`config.mk`:
```
export PLATFORM = sky130hd
export DESIGN_NAME = round_robin_arbiter
export DESIGN_NICKNAME = d
export VERILOG_FILES = /design/src/rtl/arb_pkg.sv /design/src/rtl/fixed_prio_encoder.sv /design/src/rtl/round_robin_arbiter.sv
export SDC_FILE = /design/constraint.sdc
export NUM_CORES = 1
export LEC_CHECK = 0
export CAP_MARGIN = 20
export CORE_ASPECT_RATIO = 1.4
export CORE_MARGIN = 2
export CORE_UTILIZATION = 35
export CTS_CLUSTER_DIAMETER = 50
export DETAILED_ROUTE_END_ITERATION = 6
export SYNTH_ARGS = -nofsm -noshare
export SYNTH_HDL_FRONTEND = slang
export SYNTH_SLANG_ARGS = --single-unit
```
`constraint.sdc`:
```
create_clock -name clk -period 2.4 [get_ports clk]
set_clock_uncertainty 0.1 [all_clocks]
set_input_delay 0.48 -clock clk [delete_from_list [all_inputs] [get_ports clk]]
set_output_delay 0.48 -clock clk [all_outputs]
set_load 0.01 [all_outputs]
```
`src/rtl/arb_pkg.sv`:
```
// Shared definitions for the round-robin arbiter: lock-mode encodings and
// the index-width helper used to size grant indices.
package arb_pkg;

    localparam int ARB_MODE_RR   = 0;
    localparam int ARB_MODE_LOCK = 1;

    function automatic int clog2(input int value);
        int width;
        int rem;
        width = 0;
        rem   = value - 1;
        while (rem > 0) begin
            width++;
            rem = rem >> 1;
        end
        return width;
    endfunction

endpackage

```
`src/rtl/fixed_prio_encoder.sv`:
```
// Lowest-index-first priority encoder: reports whether any bit of vec is set
// and the binary index of the lowest set bit.
module fixed_prio_encoder
    import arb_pkg::*;
#(
    parameter int N    = 8,
    parameter int IDXW = clog2(N)
) (
    input  logic [N-1:0]    vec,
    output logic            found,
    output logic [IDXW-1:0] idx
);

    // Scan downwards so the lowest set bit is the last one written.
    always_comb begin
        found = 1'b0;
        idx   = '0;
        for (int i = N - 1; i >= 0; i--) begin
            if (vec[i]) begin
                found = 1'b1;
                idx   = IDXW'(i);
            end
        end
    end

endmodule

```
`src/rtl/round_robin_arbiter.sv`:
```
// N-way round-robin arbiter with registered one-hot grant, optional grant
// locking while the winner keeps requesting, and enable gating.
module round_robin_arbiter
    import arb_pkg::*;
#(
    parameter int N    = 8,
    parameter int IDXW = 3,
    parameter int LOCK = ARB_MODE_RR
) (
    input  logic            clk,
    input  logic            reset,
    input  logic            enable,
    input  logic [N-1:0]    req,
    output logic [N-1:0]    gnt,
    output logic [IDXW-1:0] gnt_idx,
    output logic            gnt_valid
);

    if (IDXW != clog2(N)) begin : g_bad_idxw
        $error("round_robin_arbiter: IDXW must equal clog2(N)");
    end
    if (N < 2 || N > 32) begin : g_bad_n
        $error("round_robin_arbiter: N must be in 2..32");
    end

    logic [IDXW-1:0] ptr;
    logic [N-1:0]    above_ptr;
    logic [N-1:0]    req_masked;
    logic            found_masked;
    logic            found_any;
    logic [IDXW-1:0] idx_masked;
    logic [IDXW-1:0] idx_any;
    logic            win_found;
    logic [IDXW-1:0] win_idx;
    logic [N-1:0]    win_onehot;
    logic            hold;

    // Requesters strictly after the last winner get first chance; the
    // unmasked search provides the wrap-around back to index 0.
    always_comb begin
        above_ptr = '0;
        for (int i = 0; i < N; i++) begin
            above_ptr[i] = (32'(i) > 32'(ptr));
        end
    end

    assign req_masked = req & above_ptr;

    fixed_prio_encoder #(.N(N), .IDXW(IDXW)) u_masked (
        .vec   (req_masked),
        .found (found_masked),
        .idx   (idx_masked)
    );

    fixed_prio_encoder #(.N(N), .IDXW(IDXW)) u_fallback (
        .vec   (req),
        .found (found_any),
        .idx   (idx_any)
    );

    assign win_found = found_masked | found_any;
    assign win_idx   = found_masked ? idx_masked : idx_any;

    always_comb begin
        win_onehot = '0;
        if (win_found) begin
            win_onehot[win_idx] = 1'b1;
        end
    end

    assign hold = (LOCK == ARB_MODE_LOCK) && gnt_valid && req[gnt_idx];

    // Output / pointer register stage
    always_ff @(posedge clk) begin
        if (reset) begin
            ptr       <= IDXW'(N - 1);
            gnt       <= '0;
            gnt_idx   <= '0;
            gnt_valid <= 1'b0;
        end else if (!enable) begin
            gnt       <= '0;
            gnt_idx   <= '0;
            gnt_valid <= 1'b0;
        end else if (!hold) begin
            gnt       <= win_onehot;
            gnt_idx   <= win_found ? win_idx : '0;
            gnt_valid <= win_found;
            if (win_found) begin
                ptr <= win_idx;
            end
        end
    end

endmodule

```
==> flow_summary.toml, run 1 <==
[synth]
synth.avg_cell_area_um2 = 9.70
yosys_most_used_dff = "sky130_fd_sc_hd__dfxtp_1"
most_common_cell_in_the_netlist = "sky130_fd_sc_hd__dfxtp_1"
syn-num-nets = 93
synth_cell_type_count = 42
synth_largest_type_area_fraction = 0.377
synth_async_sr_flop_share = 0
cell_taking_the_most_area_after_synthesis = "sky130_fd_sc_hd__dfxtp_1"
ys_ff_latch = 15
synth.cell_area_um2 = 796
synth_cells = 82
synth_enable_flop_cells = 0
count_of_synthesis_stage_warnings_from_yosys = 0
yosys-top-cells-count = "15 x sky130_fd_sc_hd__dfxtp_1, 6 x sky130_fd_sc_hd__inv_1, 6 x sky130_fd_sc_hd__nor2_1"
yosys-top-cells-area = "sky130_fd_sc_hd__dfxtp_1 38%, sky130_fd_sc_hd__o41ai_4 3.5%, sky130_fd_sc_hd__inv_1 2.8%"
ys_seq_area_frac = 0.377

[clock_tree]
postCtsSetupBuffers = 0
cts-root-to-sink-buffers = 2
numCtsBuffers = 3
hold_buffers = 0
cts_tree = "built"
clkSlewWorstSetupHoldPaths_ps = 80
htree_levels = 1
clock_insertion_delay_worst_skew_ps = 290
gates_resized_cts_repair = 0
clock_sinks = 15
ctsRootBufferMaster = "sky130_fd_sc_hd__clkbuf_4"

[detailed_routing]
drt-initial-drc-count = 13
drc = 0
drt-total-wl_um = 1770
dr_vias = 758
route.antenna.remaining_nets = 0
wl_per_cell_um = 12.7
detailedRoute.firstPassIterationCount = 4
vias_per_cell = 5.45

[setup_path]
timing.critical_path.arrival_ps = 2280
crit_type = "input pin to register"
critical_path_buffer_and_inverter_count = 2
critical_path.max_fanout = 4
critical_path_required_ps = 2490
crit_path_max_incr_delay_ps = 560
timing.critical_path.cells = "clkdlybuf4s50_1, or4_4, nor2b_1, o211ai_1, or2_1, inv_2, and3_2"
worstSetupEndpointType = "register"
crit_path_start_kind = "input pin"
setup.reg_to_reg.worst_slack_ps = 390
r2r-start = "ptr[2]$_SDFFE_PP1P_"
critPathSlowestCell = "sky130_fd_sc_hd__or4_4"
worst_r2r_path_depth = 5
timing.critical_path.max_delay_family = "simple AND/OR/NAND/NOR gates"
regToRegEndpoint = "gnt[7]$_SDFF_PP0_"

[sta]
worst_hold_slack_ps = 533
rsz_0062_raised_after_global_routing = "no"
maxClockFrequency_mhz = 457
layout_min_cycle_time_ps = 2190
slew_viol_final = 0
period_share = 0.913
timing_worst_slew_pin_value_ps = 495
timing.final.ws_setup_ps = 210
finish_stage_setup_viols = 0
worst_max_slew_margin_expressed_relative_to_the_limit = 0.669
finalHoldViolations = 0

[layout]
drive_gt1_frac = 0.256
stdcell_area_um2 = 1140
sequential_cell_area_um2 = 300
areaGrowthSynthToFinish_pct = 42.9
antennaDiodeCount = 0
design.final.nets = 129
multiInputGateArea_um2 = 453
layout.filler_cells = 215

[power]
vdd_ir_drop_max_uv = 278
cell_internal_pwr_uw = 443
cellPowerDensity_nw_per_um2 = 562
power.net_switching_uw = 196
clock_power_share = 0.224
power.switching_fraction = 0.306
combPwrFrac = 0.329
leakagePower_uw = 0.000482
p_seq_frac = 0.447

[floorplanning]
dieWidth_um = 44.3
initial_utilization = 0.370
placeable_core_region_um2 = 2150
num_rows = 20
num_io_pins = 23
die_height_um = 60.4
dieArea_um2 = 2680

[min_path]
min_delay_worst_endpoint = "ptr[0]$_SDFFE_PP1P_"
hold_crit_path_type = "register to register"
hold_start = "ptr[0]$_SDFFE_PP1P_"
timing.hold.worst_path_depth = 2

[placed_design]
dp.final_hpwl_um = 1440
gp_congestion = 0.809
placement.cell_area_um2 = 1110
preCtsSetupSlack_ps = -102
count_of_buffers_from_port_buffering = 22

[global_routing]
pin_count_of_the_biggest_net_entering_global_routing = 12
grt_first_pass_wirelength_um = 2940
track_usage = 0.152
antenna_found_initial = 0
grt.overflow.total = 0
via_count_of_the_first_global_routing_pass = 730

[status]
run_status = "completed"

[run]
max-cap-violations = 0
[layout make-up]
| type | count | share of cell area |
|---|---|---|
| repair buffers | 33 | 0.266 |
| multi-input cells | 58 | 0.398 |
| flip-flops and latches | 15 | 0.264 |
| clock buffers | 3 | 0.0198 |
| inverters | 7 | 0.0231 |
| clock inverters | 1 | 0.00440 |
| well taps | 22 | 0.0242 |
[placed cells by master (no fill, tap or decap), types with 3 or more instances in the layout]
cell type	n
sky130_fd_sc_hd__a21oi_1	4
sky130_fd_sc_hd__dfxtp_1	15
sky130_fd_sc_hd__clkdlybuf4s50_1	22
sky130_fd_sc_hd__nor3b_1	3
sky130_fd_sc_hd__nor2_1	6
sky130_fd_sc_hd__buf_4	11
sky130_fd_sc_hd__clkbuf_4	3
sky130_fd_sc_hd__nor3_1	4
sky130_fd_sc_hd__inv_1	6
sky130_fd_sc_hd__nand2b_1	3
[worst reg2reg max path, delay by kind of cell, from the launching register on]
kind            cells  cell delay, ps
simple gates        3             700
compound gates      2             660
flops               1             500
[metal layers]
layer | part of all wire | global-route usage | routed length, um
met1 | 0.38 | 0.146 | 669
met4 | 0.038 | 0.104 | 68
met2 | 0.54 | 0.290 | 960
met5 | 0 | 0 | 0
met3 | 0.039 | 0.0208 | 69
[registers in the layout, summed over array words and instances, names as in the netlist]
| name | flops |
|---|---|
| gnt_idx | 3 |
| gnt | 8 |
| gnt_valid | 1 |
| ptr | 3 |
[power groups by stage]
stage | clock (uW) | sequential, uW | combinational, uW
after floorplan | 0 | 287 | 126
after global placement | 0 | 292 | 209
after detailed placement | 0 | 292 | 211
after CTS | 145 | 286 | 212
after global routing | 157 | 289 | 230
final | 143 | 286 | 210
[how the worst max path moves through the flow]
| stage | startpoint | end | cells past startpoint |
|---|---|---|---|
| after detailed placement | req[5] | gnt[6]$_SDFF_PP0_ | 7 |
| after global placement | req[5] | gnt[7]$_SDFF_PP0_ | 6 |
| after global routing | req[5] | gnt[6]$_SDFF_PP0_ | 7 |
| after CTS | req[5] | gnt[6]$_SDFF_PP0_ | 7 |
| after floorplan | req[5] | gnt[6]$_SDFF_PP0_ | 6 |
| final | req[5] | gnt[6]$_SDFF_PP0_ | 7 |
[cells by family (layout without fill, tap and decap cells)]
logic type | after synthesis | count (layout) | share of synthesized area
buffers and inverters | 9 | 44 | 0.0534
AOI/OAI and AO/OA | 25 | 25 | 0.286
muxes | 1 | 1 | 0.0126
DFF | 15 | 15 | 0.377
and+or+nand+nor | 32 | 32 | 0.270
[through the flow]
stage / util / instances / total power [uW] / TNS (ps)
2_1_floorplan: - / 82 / 412 / 0
3_3_place_gp: 0.516 / 135 / 501 / -256
3_5_place_dp: 0.516 / 135 / 503 / -409
4_1_cts: 0.528 / 139 / 643 / 0
5_1_grt: 0.528 / 139 / 677 / 0
6_report: 0.528 / 139 / 639 / 0
No activity file was read; power rests on OpenSTA's default activity.
==> inputs of run 2 (changes only) <==
--- a/config.mk
+++ b/config.mk
@@ -11,6 +11,7 @@
 export CORE_UTILIZATION = 35
 export CTS_CLUSTER_DIAMETER = 50
 export DETAILED_ROUTE_END_ITERATION = 6
+export PLACE_DENSITY = 0.7
 export SYNTH_ARGS = -nofsm -noshare
 export SYNTH_HDL_FRONTEND = slang
 export SYNTH_SLANG_ARGS = --single-unit
==> constraint.sdc (replaced) <==
create_clock -name clk -period 2.01 [get_ports clk]
set_clock_uncertainty 0.1 [all_clocks]
set_input_delay 0.402 -clock clk [delete_from_list [all_inputs] [get_ports clk]]
set_output_delay 0.402 -clock clk [all_outputs]
set_load 0.01 [all_outputs]
==> run 2 against run 1 <==
Routed wire length up 8.5%. Power up 25%. Combinational power up 39%. Critical path depth unchanged. Register-to-register slack worse by 240 ps. Count of clock-buffer cells in the layout unchanged. Highest routed layer unchanged. Setup slack worse by 120 ps. Core utilization up 3.9 points. Sequential power up 19%.
==> flow_summary.toml, run 2 (synthesized netlist as in run 1, its figures left out) <==
[status]
run_status = "completed"

[clock_tree]
clkSlewWorstSetupHoldPaths_ps = 80
clock_sinks = 15
numCtsBuffers = 3
cts-root-to-sink-buffers = 2
ctsRootBufferMaster = "sky130_fd_sc_hd__clkbuf_4"
clock_insertion_delay_worst_skew_ps = 280
hold_buffers = 0
cts_tree = "built"
htree_levels = 1

[setup_path]
crit_type = "input pin to register"
timing.critical_path.max_delay_family = "simple AND/OR/NAND/NOR gates"
crit_path_max_incr_delay_ps = 540
critical_path_required_ps = 2110
critical_path.max_fanout = 3
timing.critical_path.cells = "dlygate4sd2_1, or4_4, nor2b_1, o211ai_1, or2_1, buf_4, nor3_1"
timing.critical_path.arrival_ps = 2020
critPathSlowestCell = "sky130_fd_sc_hd__or4_4"
worstSetupEndpointType = "register"
setup.reg_to_reg.worst_slack_ps = 150
critical_path_buffer_and_inverter_count = 2
crit_path_start_kind = "input pin"

[floorplanning]
num_rows = 20
dieWidth_um = 44.3
num_io_pins = 23
placeable_core_region_um2 = 2150
die_height_um = 60.4
dieArea_um2 = 2680
initial_utilization = 0.370

[layout]
leading_cell_type_in_the_layout_fill_and_taps_excluded = "sky130_fd_sc_hd__buf_4"
antennaDiodeCount = 0
reg_top3 = "gnt: 8 flops, gnt_idx: 3 flops, ptr: 3 flops"
drive_gt1_frac = 0.339
layout.filler_cells = 201
areaGrowthSynthToFinish_pct = 53.5
register_with_the_most_flip_flops = "gnt"
largest_register_ffs = 8
design.final.nets = 136
fin_cells = 146
most-common-layout-cells = "17 x sky130_fd_sc_hd__buf_4, 14 x sky130_fd_sc_hd__dfxtp_1, 14 x sky130_fd_sc_hd__clkdlybuf4s50_1"

[detailed_routing]
drt-initial-drc-count = 10
detailedRoute.firstPassIterationCount = 4
dr_vias = 813
wl_per_cell_um = 13.1
drc = 0
drt-total-wl_um = 1920
route.antenna.remaining_nets = 0
vias_per_cell = 5.57

[min_path]
hold_crit_path_type = "register to register"

[global_routing]
grt_first_pass_wirelength_um = 3150
grt.overflow.total = 0
track_usage = 0.162
antenna_found_initial = 0
via_count_of_the_first_global_routing_pass = 760
pin_count_of_the_biggest_net_entering_global_routing = 12

[placed_design]
inst_count_dp = 139
count_of_buffers_from_port_buffering = 22
gp_congestion = 0.843
dp.final_hpwl_um = 1510

[sta]
finalHoldViolations = 0
final.setup.tns_ps = 0
timing_worst_slew_pin_value_ps = 334
slew_viol_final = 0
maxClockFrequency_mhz = 520
layout_min_cycle_time_ps = 1920
finish_stage_setup_viols = 0
period_share = 0.957
worst_max_slew_margin_expressed_relative_to_the_limit = 0.775

[power]
vdd_ir_drop_max_uv = 252
fin_total_pwr_uw = 795
cellPowerDensity_nw_per_um2 = 651
leakagePower_uw = 0.000546

[run]
max-cap-violations = 0
-- run 2: changes by cell type in the layout (fill, tap and decap cells not counted), moves of 2 or more --
cell,before,now
sky130_fd_sc_hd__clkdlybuf4s50_1,22,14
sky130_fd_sc_hd__dlymetal6s2s_1,0,2
sky130_fd_sc_hd__buf_4,11,17
sky130_fd_sc_hd__dlygate4sd2_1,0,4
sky130_fd_sc_hd__clkdlybuf4s15_1,0,2
-- run 2: cell type report --
class                      instances  area [um^2]  area share
multi-input combinational         58          485       0.398
timing repair buffer              40          353       0.289
clock inverter                     1         5.00     0.00410
clock buffer                       3         22.5      0.0184
tap                               22         27.5      0.0225
sequential                        15          302       0.247
inverter                           7         26.3      0.0215
-- run 2: final timing paths --
kind,startpoint,endpoint,cells past startpoint
setup / recovery,req[1],gnt[4]$_SDFF_PP0_,7
hold / removal,ptr[1]$_SDFFE_PP1P_,ptr[1]$_SDFFE_PP1P_,2
setup reg to reg,ptr[1]$_SDFFE_PP1P_,gnt[7]$_SDFF_PP0_,6
hold reg to reg,ptr[1]$_SDFFE_PP1P_,ptr[1]$_SDFFE_PP1P_,2
-- run 2: through the flow --
step	hold WS [ps]	utilization	area [um^2]	worst slack (ps)
finish	524	0.567	1220	85.5
global route	571	0.567	1220	-7.65
CTS	549	0.550	1180	-12.2
detailed placement	529	0.530	1140	-440
global placement	504	0.530	1140	-406
floorplan	397	-	796	145
-- run 2: report_power, final --
group	switching [uW]	internal, uW	total (uW)
clock	89.8	73.8	164
sequential	20.6	320	340
combinational	131	161	291
-- run 2: what timing repair did --
item	4_1_cts	5_1_grt
gates resized for setup	9	7
setup buffers	1	1
endpoints found under the setup margin	11	13
pin swaps	5	3
cloned	1	0
-- run 2: routing by layer --
layer  track usage  vias up  wire length (um)
li1              -      391                 -
met1         0.162      386               718
met2         0.305       28              1060
met3        0.0119        8                61
met4         0.121        0                82
met5             0        -                 0
-- run 2: worst min-delay path, stage by stage, from the launching register on --
cell,delay [ps]
sky130_fd_sc_hd__dfxtp_2,400
sky130_fd_sc_hd__nor2_1,120
sky130_fd_sc_hd__a2bb2oi_1,70
==> inputs of run 3 (changes only) <==
--- a/config.mk
+++ b/config.mk
@@ -7,7 +7,6 @@
 export LEC_CHECK = 0
 export CAP_MARGIN = 20
 export CORE_ASPECT_RATIO = 1.4
-export CORE_MARGIN = 2
 export CORE_UTILIZATION = 35
 export CTS_CLUSTER_DIAMETER = 50
 export DETAILED_ROUTE_END_ITERATION = 6
@@ -15,3 +14,4 @@
 export SYNTH_ARGS = -nofsm -noshare
 export SYNTH_HDL_FRONTEND = slang
 export SYNTH_SLANG_ARGS = --single-unit
+export TNS_END_PERCENT = 20
==> run 3 against run 2 <==
Clock power decreased by 2%. Die area decreased by 7.7%. Maximum frequency increased by 0.72%. Sequential share of layout area decreased by 0.13 points. Critical path type unchanged.
==> flow_summary.toml, run 3 (synthesized netlist as in run 1, its figures left out) <==
[clock_tree]
numCtsBuffers = 3
htree_levels = 1
cts-root-to-sink-buffers = 2
hold_buffers = 0
clkSlewWorstSetupHoldPaths_ps = 80
cts_tree = "built"
ctsRootBufferMaster = "sky130_fd_sc_hd__clkbuf_4"
clock_sinks = 15
clock_insertion_delay_worst_skew_ps = 280

[global_routing]
grt.overflow.total = 0
grt_first_pass_wirelength_um = 3180
via_count_of_the_first_global_routing_pass = 747
pin_count_of_the_biggest_net_entering_global_routing = 10
antenna_found_initial = 0
track_usage = 0.173

[sta]
worst_max_slew_margin_expressed_relative_to_the_limit = 0.788
finish_stage_setup_viols = 0
slew_viol_final = 0
layout_min_cycle_time_ps = 1910
timing.final.ws_setup_ps = 99.4
rsz_0062_raised_after_global_routing = "no"
final.setup.tns_ps = 0
timing_worst_slew_pin_value_ps = 319
maxClockFrequency_mhz = 523
period_share = 0.951
finalHoldViolations = 0

[layout]
layout.filler_cells = 218
most-common-layout-cells = "19 x sky130_fd_sc_hd__buf_4, 14 x sky130_fd_sc_hd__dfxtp_1, 14 x sky130_fd_sc_hd__clkdlybuf4s50_1"
register_with_the_most_flip_flops = "gnt"
drive_gt1_frac = 0.373
areaGrowthSynthToFinish_pct = 54.2
largest_register_ffs = 8
design.final.nets = 138
finalCoreUtilization = 0.570
leading_cell_type_in_the_layout_fill_and_taps_excluded = "sky130_fd_sc_hd__buf_4"
reg_top3 = "gnt: 8 flops, gnt_idx: 3 flops, ptr: 3 flops"
antennaDiodeCount = 0

[setup_path]
critical_path_required_ps = 2110
crit_path_start_kind = "input pin"
crit_type = "input pin to register"
timing.critical_path.cells = "dlygate4sd2_1, o21ba_1, nand4bb_1, nand3b_4, o41ai_4, buf_4, a2bb2oi_1"
worstSetupEndpointType = "register"
timing.critical_path.arrival_ps = 2010
crit_path_max_incr_delay_ps = 320
critPathSlowestCell = "sky130_fd_sc_hd__o41ai_4"
critical_path.max_fanout = 5

[detailed_routing]
drc = 0
drt-initial-drc-count = 16
route.antenna.remaining_nets = 0
dr_vias = 828
detailedRoute.firstPassIterationCount = 4
vias_per_cell = 5.59
wl_per_cell_um = 13.4
drt-total-wl_um = 1980

[run]
max-cap-violations = 0

[power]
cellPowerDensity_nw_per_um2 = 649
leakagePower_uw = 0.000556
vdd_ir_drop_max_uv = 256

[placed_design]
gp_congestion = 0.806
preCtsSetupSlack_ps = -471
count_of_buffers_from_port_buffering = 22
dp.final_hpwl_um = 1530

[status]
run_status = "completed"

[floorplanning]
die_height_um = 58.4
num_io_pins = 23
initial_utilization = 0.370
dieArea_um2 = 2470
placeable_core_region_um2 = 2150
num_rows = 20
dieWidth_um = 42.3

[min_path]
hold_crit_path_type = "register to register"
==> run 3: changes by cell type in the layout (fill, tap and decap cells not counted), sizes merged <==
cell,previous run,this run
buf,18,20
clkbuf,3,4
clkdlybuf4s15,2,1
==> run 3: final cells by class <==
type / instances / area [um^2] / share of cell area
Clock buffer: 3 / 22.5 / 0.0183
Clock inverter: 1 / 5.00 / 0.00408
Inverter: 7 / 26.3 / 0.0214
Multi-Input combinational cell: 58 / 482 / 0.392
Sequential cell: 15 / 302 / 0.246
Tap cell: 22 / 27.5 / 0.0224
Timing Repair Buffer: 42 / 363 / 0.296
==> run 3: path summary, 6_finish.rpt <==
check                      startpoint                  end  slack, ps  cells past startpoint
hold reg to reg   ptr[1]$_SDFFE_PP1P_  ptr[1]$_SDFFE_PP1P_        500                      2
hold / removal    ptr[1]$_SDFFE_PP1P_  ptr[1]$_SDFFE_PP1P_        500                      2
setup / recovery               req[4]  ptr[1]$_SDFFE_PP1P_        100                      7
setup reg to reg  ptr[0]$_SDFFE_PP1P_  ptr[1]$_SDFFE_PP1P_        120                      6
==> run 3: through the flow <==
| stage | total power [uW] | area, um^2 | hold slack, ps | cells |
|---|---|---|---|---|
| after floorplan | 493 | 796 | 397 | 82 |
| after global routing | 850 | 1230 | 531 | 148 |
| after CTS | 788 | 1210 | 531 | 148 |
| final | 797 | 1230 | 504 | 148 |
| after detailed placement | 616 | 1160 | 516 | 142 |
| after global placement | 612 | 1160 | 506 | 142 |
==> run 3: report_power, final <==
group	internal, uW	leakage [uW]	total, uW	switching [uW]
sequential	320	0.000122	337	17.1
combinational	161	0.000416	299	138
clock	73.8	0.0000177	160	86.6
total	555	0.000556	797	242
==> run 3: per-layer routing <==
metal | vias to the layer above | GRT usage | wire (um)
li1 | 395 | - | -
met1 | 397 | 0.170 | 739
met2 | 31 | 0.336 | 1140
met3 | 5 | 0.0184 | 57
met4 | 0 | 0.107 | 40
met5 | - | 0 | 0
==> run 3: timing repair <==
item                                    CTS  global route
hold endpoints to repair                  0             0
resized for setup                         9            11
gates cloned                              1             0
endpoints found under the setup margin   11            11
buffers inserted                          1             0
pin swaps                                 2             2
==> run 3: critical path, delay by kind of cell <==
kind	cells	cell delay (ps)
and+or+nand+nor	2	460
buffers and inverters	2	470
AOI/OAI and AO/OA	3	670
==> variant (flow settings as in run 3) <==
`N` is set to 8 in 2 places; all go to 7.
--- a/src/rtl/fixed_prio_encoder.sv
+++ b/src/rtl/fixed_prio_encoder.sv
@@ -5,3 +5,3 @@
 #(
-    parameter int N    = 8,
+    parameter int N    = 7,
     parameter int IDXW = clog2(N)
--- a/src/rtl/round_robin_arbiter.sv
+++ b/src/rtl/round_robin_arbiter.sv
@@ -5,3 +5,3 @@
 #(
-    parameter int N    = 8,
+    parameter int N    = 7,
     parameter int IDXW = 3,
Interface: changed (resized gnt and req); port bits go from 23 to 21. No check against the original RTL was run, so the function may have changed too.
==> variant against run 3 <==
  * Area after synthesis is 11% lower
  * Wire length is 4.5% lower
  * Register-to-register slack better by 90 ps
  * Worst hold slack worse by 92 ps
  * Power is 14% lower
  * Core utilization is 1.8 points higher
  * Synthesized cell count is 9.8% lower
  * Critical endpoint is now gnt[3]$_SDFF_PP0_
  * Global-route usage is 1.2 points higher
  * Setup slack worse by 49 ps
  * Combinational power is 26% lower
  * Design area is 12% lower
  * Count of clock-buffer cells in the layout stayed put
  * Largest power group unchanged
  * Sequential cell count is 1 lower
==> variant: results (changes against run 3) <==
metric;value;unit;change
fin_nets;123;;-11%
dp_cells;128;;-9.9%
drive_gt1_share;29.7;%;-7.6 points
reg.largest.list;gnt (7), gnt_idx (3), ptr (3);;
use_met1;22.0;%;+5.0 points
grt_usage;18.5;%;+1.2 points
port_buffers;20;;-9.1%
grt_pass1_vias;702;;-6.0%
relSlewSlack;66.0;%;-13 points
gp_congestion;0.849;;+5.3%
dpl_worst_slack;-263;ps;+209 ps
cts_made_buffers;3;;unchanged
grt_pass1_wl;2930;µm;-8.0%
wl_per_cell;14.4;µm;+7.9%
status;finished, final reports clean;;
drt_wl_total;1890;µm;-4.5%
switching_power;0.203;mW;-16%
synthCells;74;;-9.8%
placed_area;1030;µm²;-11%
cp.arrival;2070;ps;+60 ps
grtUsageMet3;1.61;%;-0.23 points
ys_types;34;;-19%
grt.met2_usage;30.2;%;-3.4 points
viasPerCell;5.47;;-2.2%
worstPathMaxFanout;4;;-1
hpwl;1330;µm;-13%
yosysSeqAreaShare;39.4;%;+1.6 points
drt-initial-drc-count;6;;-10
netlist_top_cells_area;dfxtp_1 (39%), nor2_1 (4.7%), a21oi_1 (3.5%);;
==> variant: path summary, 6_finish.rpt <==
kind | startpoint | slack [ps] | to | cells past startpoint
max reg2reg | ptr[1]$_SDFFE_PP1P_ | 210 | gnt[3]$_SDFF_PP0_ | 6
min | ptr[1]$_SDFFE_PP1P_ | 410 | ptr[1]$_SDFFE_PP1P_ | 2
max | req[6] | 50 | gnt[3]$_SDFF_PP0_ | 6
min reg2reg | ptr[1]$_SDFFE_PP1P_ | 410 | ptr[1]$_SDFFE_PP1P_ | 2
==> variant: power by group through the flow <==
| stage | logic (mW) | clock network (mW) | registers (mW) |
|---|---|---|---|
| after floorplan | 0.112 | 0 | 0.315 |
| after global placement | 0.208 | 0 | 0.312 |
| after detailed placement | 0.211 | 0 | 0.312 |
| after CTS | 0.213 | 0.159 | 0.306 |
| after global routing | 0.240 | 0.169 | 0.307 |
| final | 0.222 | 0.155 | 0.306 |
==> variant: worst max-delay path, stage by stage <==
cell and delay, ps:
clkdlybuf4s50_1 510, a21bo_1 250, o21ai_0 100, o211ai_1 200, a221o_1 420, nor3_2 190
==> variant: area by class of cell <==
class	count	area, µm²
inverter	3	11.3
fill	179	761
timing repair buffer	36	328
multi-input combinational	55	419
sequential	14	280
clock buffer	3	22.5
tap	20	25.0
==> variant: layer usage <==
metal  wire, µm  vias up
met5          0        -
met1        786      342
li1           -      352
met4         49        0
met2        971       18
met3         82        5
==> variant: cell families after synthesis <==
logic type | Yosys count | share of synthesized area, %
buffers and inverters | 5 | 4.74
AND/OR/NAND/NOR | 31 | 26.4
AO/OA/AOI/OAI | 24 | 29.5
flip-flops | 14 | 39.4
==> variant: through the flow <==
step	total power [mW]	TNS (ps)
after floorplan	0.427	0
after global placement	0.520	-2170
after detailed placement	0.523	-2390
after CTS	0.678	0
after global routing	0.717	-5.85
final	0.683	0
==> variant: what timing repair did <==
item	4_1_cts	5_1_grt
gates resized for setup	0	7
buffers inserted	0	0
endpoints found under the setup margin	0	7
